===== src/rtl/nested_loop_counter_if.sv =====
// Handshake bundle for the two-level loop index generator.
// master drives the controls; slave is the counter itself.
interface nested_loop_counter_if #(
  parameter int INNER_W = 11,
  parameter int OUTER_W = 11
);
  logic               ce;
  logic               start;
  logic               abort;
  logic               step;
  logic               down;
  logic [INNER_W-1:0] inner_last;
  logic [OUTER_W-1:0] outer_last;
  logic               busy;
  logic               done;
  logic [INNER_W-1:0] o_inner;
  logic [OUTER_W-1:0] o_outer;
  logic               inner_wrap;
  logic               last_iter;

  modport master (
    output ce, start, abort, step, down,
    output inner_last, outer_last,
    input  busy, done, o_inner, o_outer,
    input  inner_wrap, last_iter
  );

  modport slave (
    input  ce, start, abort, step, down,
    input  inner_last, outer_last,
    output busy, done, o_inner, o_outer,
    output inner_wrap, last_iter
  );
endinterface


===== src/rtl/nested_loop_counter.sv =====
// Outer/inner loop index generator with start/busy/done sequencing,
// abort, count-down mode and look-ahead terminal flags.
module nested_loop_counter #(
  parameter int DATA_WIDTH = 1025,
  parameter int INNER_W    = $clog2(DATA_WIDTH),
  parameter int OUTER_W    = $clog2(DATA_WIDTH)
) (
  input logic                  clk,
  input logic                  rst,
  nested_loop_counter_if.slave lc
);

  typedef enum logic [1:0] {
    S_IDLE,
    S_RUN,
    S_DONE
  } state_t;

  state_t             state_q, state_d;
  logic [INNER_W-1:0] inner_q, inner_d;
  logic [OUTER_W-1:0] outer_q, outer_d;
  logic [INNER_W-1:0] lim_i_q, lim_i_d;
  logic [OUTER_W-1:0] lim_o_q, lim_o_d;
  logic               down_q, down_d;

  logic [INNER_W-1:0] inner_term;
  logic [OUTER_W-1:0] outer_term;
  logic [INNER_W-1:0] inner_start;
  logic [INNER_W-1:0] inner_step;
  logic [OUTER_W-1:0] outer_step;
  logic               at_inner;
  logic               at_outer;
  logic               in_run;

  // Down mode walks from the limits toward zero.
  assign inner_term  = down_q ? '0 : lim_i_q;
  assign outer_term  = down_q ? '0 : lim_o_q;
  assign inner_start = down_q ? lim_i_q : '0;

  assign inner_step = down_q ? inner_q - INNER_W'(1)
                             : inner_q + INNER_W'(1);
  assign outer_step = down_q ? outer_q - OUTER_W'(1)
                             : outer_q + OUTER_W'(1);

  assign in_run   = (state_q == S_RUN);
  assign at_inner = (inner_q == inner_term);
  assign at_outer = (outer_q == outer_term);

  always_comb begin
    state_d = state_q;
    inner_d = inner_q;
    outer_d = outer_q;
    lim_i_d = lim_i_q;
    lim_o_d = lim_o_q;
    down_d  = down_q;
    if (lc.ce) begin
      if (lc.abort && state_q != S_IDLE) begin
        state_d = S_IDLE;
        inner_d = '0;
        outer_d = '0;
      end else begin
        unique case (state_q)
          S_IDLE: begin
            if (lc.start && !lc.abort) begin
              lim_i_d = lc.inner_last;
              lim_o_d = lc.outer_last;
              down_d  = lc.down;
              inner_d = lc.down ? lc.inner_last : '0;
              outer_d = lc.down ? lc.outer_last : '0;
              state_d = S_RUN;
            end
          end
          S_RUN: begin
            if (lc.step) begin
              if (!at_inner) begin
                inner_d = inner_step;
              end else if (!at_outer) begin
                inner_d = inner_start;
                outer_d = outer_step;
              end else begin
                state_d = S_DONE;
              end
            end
          end
          S_DONE: begin
            state_d = S_IDLE;
            inner_d = '0;
            outer_d = '0;
          end
          default: begin
            state_d = S_IDLE;
            inner_d = '0;
            outer_d = '0;
          end
        endcase
      end
    end
  end

  always_ff @(posedge clk) begin
    if (!rst) begin
      state_q <= S_IDLE;
      inner_q <= '0;
      outer_q <= '0;
      lim_i_q <= '0;
      lim_o_q <= '0;
      down_q  <= 1'b0;
    end else begin
      state_q <= state_d;
      inner_q <= inner_d;
      outer_q <= outer_d;
      lim_i_q <= lim_i_d;
      lim_o_q <= lim_o_d;
      down_q  <= down_d;
    end
  end

  assign lc.busy       = in_run;
  assign lc.done       = (state_q == S_DONE);
  assign lc.o_inner    = inner_q;
  assign lc.o_outer    = outer_q;
  assign lc.inner_wrap = in_run && at_inner;
  assign lc.last_iter  = in_run && at_inner && at_outer;

endmodule

===== src/flat_wrapper.sv =====
// flat-port wrapper written by rule: the top's interface ports become plain ports
module nested_loop_counter_flat 
#(
  parameter int DATA_WIDTH = 1025,
  parameter int INNER_W    = $clog2(DATA_WIDTH),
  parameter int OUTER_W    = $clog2(DATA_WIDTH)
)
  (clk, rst, lc_ce, lc_start, lc_abort, lc_step, lc_down, lc_inner_last, lc_outer_last, lc_busy, lc_done, lc_o_inner, lc_o_outer, lc_inner_wrap, lc_last_iter);
  nested_loop_counter_if #(.INNER_W(INNER_W), .OUTER_W(OUTER_W)) lc_i ();
  input logic clk;
  input logic rst;
  input wire logic [$bits(lc_i.ce)-1:0] lc_ce;
  input wire logic [$bits(lc_i.start)-1:0] lc_start;
  input wire logic [$bits(lc_i.abort)-1:0] lc_abort;
  input wire logic [$bits(lc_i.step)-1:0] lc_step;
  input wire logic [$bits(lc_i.down)-1:0] lc_down;
  input wire logic [$bits(lc_i.inner_last)-1:0] lc_inner_last;
  input wire logic [$bits(lc_i.outer_last)-1:0] lc_outer_last;
  output wire logic [$bits(lc_i.busy)-1:0] lc_busy;
  output wire logic [$bits(lc_i.done)-1:0] lc_done;
  output wire logic [$bits(lc_i.o_inner)-1:0] lc_o_inner;
  output wire logic [$bits(lc_i.o_outer)-1:0] lc_o_outer;
  output wire logic [$bits(lc_i.inner_wrap)-1:0] lc_inner_wrap;
  output wire logic [$bits(lc_i.last_iter)-1:0] lc_last_iter;
  assign lc_i.ce = lc_ce;
  assign lc_i.start = lc_start;
  assign lc_i.abort = lc_abort;
  assign lc_i.step = lc_step;
  assign lc_i.down = lc_down;
  assign lc_i.inner_last = lc_inner_last;
  assign lc_i.outer_last = lc_outer_last;
  assign lc_busy = lc_i.busy;
  assign lc_done = lc_i.done;
  assign lc_o_inner = lc_i.o_inner;
  assign lc_o_outer = lc_i.o_outer;
  assign lc_inner_wrap = lc_i.inner_wrap;
  assign lc_last_iter = lc_i.last_iter;
  nested_loop_counter #(.DATA_WIDTH(DATA_WIDTH), .INNER_W(INNER_W), .OUTER_W(OUTER_W)) u_core (.clk(clk), .rst(rst), .lc(lc_i));
endmodule

===== config.mk =====
export PLATFORM = sky130hd
export DESIGN_NAME = nested_loop_counter_flat
export DESIGN_NICKNAME = d
export VERILOG_FILES = /design/src/rtl/nested_loop_counter_if.sv /design/src/rtl/nested_loop_counter.sv /design/src/flat_wrapper.sv
export SDC_FILE = /design/constraint.sdc
export NUM_CORES = 1
export LEC_CHECK = 0
export CAP_MARGIN = 20
export CORE_MARGIN = 2
export CORE_UTILIZATION = 56
export CTS_BUF_LIST = sky130_fd_sc_hd__clkbuf_2 sky130_fd_sc_hd__clkbuf_4 sky130_fd_sc_hd__clkbuf_8
export DETAILED_ROUTE_END_ITERATION = 16
export GPL_TIMING_DRIVEN = 0
export PLACE_DENSITY = 0.83
export SETUP_SLACK_MARGIN = 0.3
export SLEW_MARGIN = 20
export SYNTH_ARGS = -nofsm -noshare
export SYNTH_HDL_FRONTEND = slang
export SYNTH_SLANG_ARGS = --single-unit

===== constraint.sdc =====
create_clock -name clk -period 3.05 [get_ports clk]
set_input_delay 0.61 -clock clk [delete_from_list [all_inputs] [get_ports clk]]
set_output_delay 0.61 -clock clk [all_outputs]
set_load 0.02 [all_outputs]

==> results.py <==
metrics = {
    "cts": {
        "clkSinkCount": 47,
        "cts_tree": "done",
        "clk_latency_ns": 0.30,
        "cts_buffers": 5,
        "htree_levels": 2,
        "postCtsHoldBufs": 0,
        "cts-root-buf": "clkbuf_8",
        "cts.path.max_buffers": 2,
        "path_clk_slew_ns": 0.08,
    },
    "floorplan": {
        "die_y_um": 83.1,
        "die_area_mm2": 0.00691,
        "initial_core_util_pct": 58.5,
        "pin_count": 55,
        "rows": 28,
        "core_mm2": 0.00599,
        "die_w_um": 83.1,
    },
    "synthesis": {
        "syn_area_mm2": 0.00350,
        "syn-num-nets": 495,
        "synth_area_per_cell_um2": 7.86,
        "synth_edf_count": 0,
        "synth_cells": 446,
        "synth_ff_type": "dfxtp_1",
        "async_reset_ff_share_pct": 0,
        "yosys.area.top_type": "dfxtp_1",
        "yosys-top-cells-area": "dfxtp_1 27%, nand2_1 8.7%, ha_1 6.4%, a21boi_0 5.4%, xnor2_1 4.5%",
        "ys_ff_latch": 47,
        "synth_cell_types": 62,
        "yosysSeqAreaShare_pct": 26.8,
        "synth_top_area_share_pct": 26.8,
        "yosysWarnings": 0,
    },
    "setup_path": {
        "required_ns": 2.44,
        "cp_max_fo": 5,
        "cp_slowest_cell": "or4_4",
        "crit_path_start_kind": "flop",
        "cp_cell_sequence": "buf_16, buf_6, nor2_2, o32a_1, or4_4, buf_8, nor2_4, buf_6",
        "cp.buffers_inverters": 4,
        "critPathCaptureType": "primary output",
        "cp.arrival_ns": 2.29,
        "regToRegSetupSlack_ns": 0.37,
        "slowest_delay_ns": 0.56,
        "worstSetupPathType": "reg2out",
        "cp_common_cell": "buf_6",
        "path_delay_family": "simple AND/OR/NAND/NOR gates",
    },
    "sta": {
        "finalMaxSlewViolations": 0,
        "timing.final.crit_share_pct": 95.1,
        "min_period_ns": 2.90,
        "setup_ws_ns": 0.150,
        "finClkSkew_ns": 0.00663,
        "setup_viol": 0,
        "worstMarginPinSlew_ns": 0.656,
        "hold_viol_final": 0,
        "rsz0062_at_grt": "yes",
        "relSlewSlack_pct": 56.2,
        "timing.fmax_mhz": 345,
    },
    "run_status": {
        "outcome": "complete, no violations",
    },
    "layout": {
        "instances_no_fill": 593,
        "fillCellCount": 476,
        "final_nets": 568,
        "multi_input_area_mm2": 0.00251,
        "layout-drive-gt1-share_pct": 12.4,
        "seqCellArea_um2": 947,
        "syn2layout_area_growth_pct": 27.7,
        "n_antenna_cell": 0,
    },
    "grt": {
        "globalRouteOverflowTotal": 0,
        "grt_pass1_vias": 3763,
        "use_met2_pct": 55.2,
        "grtUsageTotal_pct": 32.4,
        "grt_max_degree": 13,
        "grtUsageMet3_pct": 4.47,
        "grt_util_met1_pct": 40.4,
        "antenna_found_initial": 0,
        "grt_pass1_wl_mm": 18.4,
        "grt_busiest_layer": "met2",
    },
    "power": {
        "p_leak_nw": 1.74,
        "ir_drop_v": 0.000274,
        "power_density_mw_per_mm2": 396,
    },
    "placement": {
        "dp_hpwl_mm": 7.80,
        "port_buffers": 54,
        "dp_slack_ns": -0.626,
        "dp_cells": 575,
        "gp_congestion": 0.914,
    },
    "drt": {
        "vias_per_cell": 6.59,
        "via_count": 3910,
        "wirelength_mm": 11.4,
        "drt_first_pass_iters": 5,
        "post-route-drc-count": 0,
        "drt-initial-drc-count": 455,
        "ant_nets": 0,
        "wl_per_cell_um": 19.3,
    },
    "hold_path": {
        "hp-class": "reg2reg",
    },
    "flow_run": {
        "drv_cap": 0,
    },
}
placed cells by master (no fill, tap or decap), drive strengths merged, types with 11 or more instances in the layout:
master	instances
a21o	12
clkdlybuf4s50	51
dfxtp	47
o21ai	27
nand4	11
a22oi	12
nor2	24
and3	11
a21boi	25
ha	18
nand2	81
xnor2	18
o22ai	11
buf	21
clkbuf	24
a21oi	15
timing repair:
item                       4_1_cts  5_1_grt
cloned                           1        1
gates resized for setup         44       14
pin swaps                        7        7
setup buffers                    9        1
setup endpoints to repair       26       20
synth_stat cells, types with 2 or more instances:
| cell type | count |
|---|---|
| nor4b_1 | 2 |
| or4_1 | 2 |
| nor4_1 | 3 |
| nand4_1 | 11 |
| and4bb_2 | 2 |
| ha_1 | 18 |
| buf_2 | 3 |
| nand2b_1 | 8 |
| o311a_1 | 2 |
| nor3_1 | 5 |
| a32o_1 | 2 |
| o21ai_2 | 2 |
| dfxtp_1 | 47 |
| o22ai_1 | 11 |
| a32oi_1 | 3 |
| o22a_1 | 2 |
| inv_1 | 9 |
| nor2b_1 | 5 |
| o31ai_1 | 2 |
| a31oi_1 | 7 |
| o21ai_1 | 2 |
| clkbuf_1 | 17 |
| and3_1 | 11 |
| mux2i_1 | 2 |
| a22o_1 | 2 |
| xnor2_1 | 18 |
| nor4bb_1 | 2 |
| a21o_1 | 12 |
| a221oi_1 | 4 |
| nand2_1 | 81 |
| a41oi_1 | 2 |
| a211oi_1 | 5 |
| buf_6 | 3 |
| a21oi_1 | 14 |
| a21boi_0 | 25 |
| o21ai_0 | 23 |
| nor2_1 | 24 |
| nand3_1 | 6 |
| a22oi_1 | 11 |
| o21bai_1 | 6 |
| fa_1 | 2 |
| xor2_1 | 8 |
logic make-up after synthesis:
| group | Yosys count | synth area share, % |
|---|---|---|
| multiplexers | 2 | 0.571 |
| XOR/XNOR | 26 | 6.50 |
| adder cells (fa/ha/maj) | 20 | 7.57 |
| AND/OR/NAND/NOR | 170 | 24.1 |
| flip-flops | 47 | 26.8 |
| AO/OA/AOI/OAI | 148 | 30.0 |
| buffers and inverters | 33 | 4.39 |
where the power goes:
group | switching [mW] | internal [mW]
clock network | 0.208 | 0.162
registers | 0.0531 | 0.643
logic | 0.389 | 0.318
total | 0.651 | 1.12
path summary, 6_finish.rpt:
kind,start,to,cells after the start
min,u_core.lim_o_q[10]$_SDFFE_PN0P_,u_core.lim_o_q[10]$_SDFFE_PN0P_,2
max,u_core.down_q$_SDFFE_PN0P_,lc_inner_wrap,8
max reg2reg,u_core.down_q$_SDFFE_PN0P_,u_core.lc.o_inner[5]$_SDFFE_PN0P_,8
min reg2reg,u_core.lim_o_q[10]$_SDFFE_PN0P_,u_core.lim_o_q[10]$_SDFFE_PN0P_,2
routing by layer:
layer	part of all wire, %	vias to the layer above	wire length, um
li1	-	1793	-
met4	4.4	0	500
met5	0	-	0
met3	7.3	58	832
met2	48	240	5460
met1	41	1819	4630
tightest hold or removal path, cell delays in order (launching register included):
cell and delay (ns):
dfxtp_1 0.33, nand2_1 0.06, a21boi_0 0.07
registers in the layout, indices dropped and copies added, names as in the netlist:
signal and count:
u_core.lc.o_outer 11, u_core.state_q 2, u_core.down_q 1, u_core.lim_i_q 11, u_core.lc.o_inner 11, u_core.lim_o_q 11
cell type report:
type,count,share of cell area (%)
Multi-Input combinational cell,366,56.2
Sequential cell,47,21.2
Timing Repair Buffer,66,14.6
Buffer,24,3.38
Tap cell,75,2.10
Clock buffer,6,1.71
Inverter,9,0.839
per-stage QoR:
| stage | util [%] | total power [mW] | hold WS, ns | TNS, ns | area, um^2 |
|---|---|---|---|---|---|
| 3_3_place_gp | 69.2 | 1.26 | 0.451 | -1.29 | 4140 |
| 3_5_place_dp | 69.2 | 1.27 | 0.478 | -1.42 | 4140 |
| 4_1_cts | 73.6 | 1.73 | 0.489 | 0 | 4410 |
| 6_report | 74.7 | 1.77 | 0.495 | 0 | 4480 |
| 2_1_floorplan | - | 1.07 | 0.444 | 0 | 3510 |
| 5_1_grt | 74.7 | 1.84 | 0.527 | 0 | 4480 |
Power figures use the tool's default switching activity.
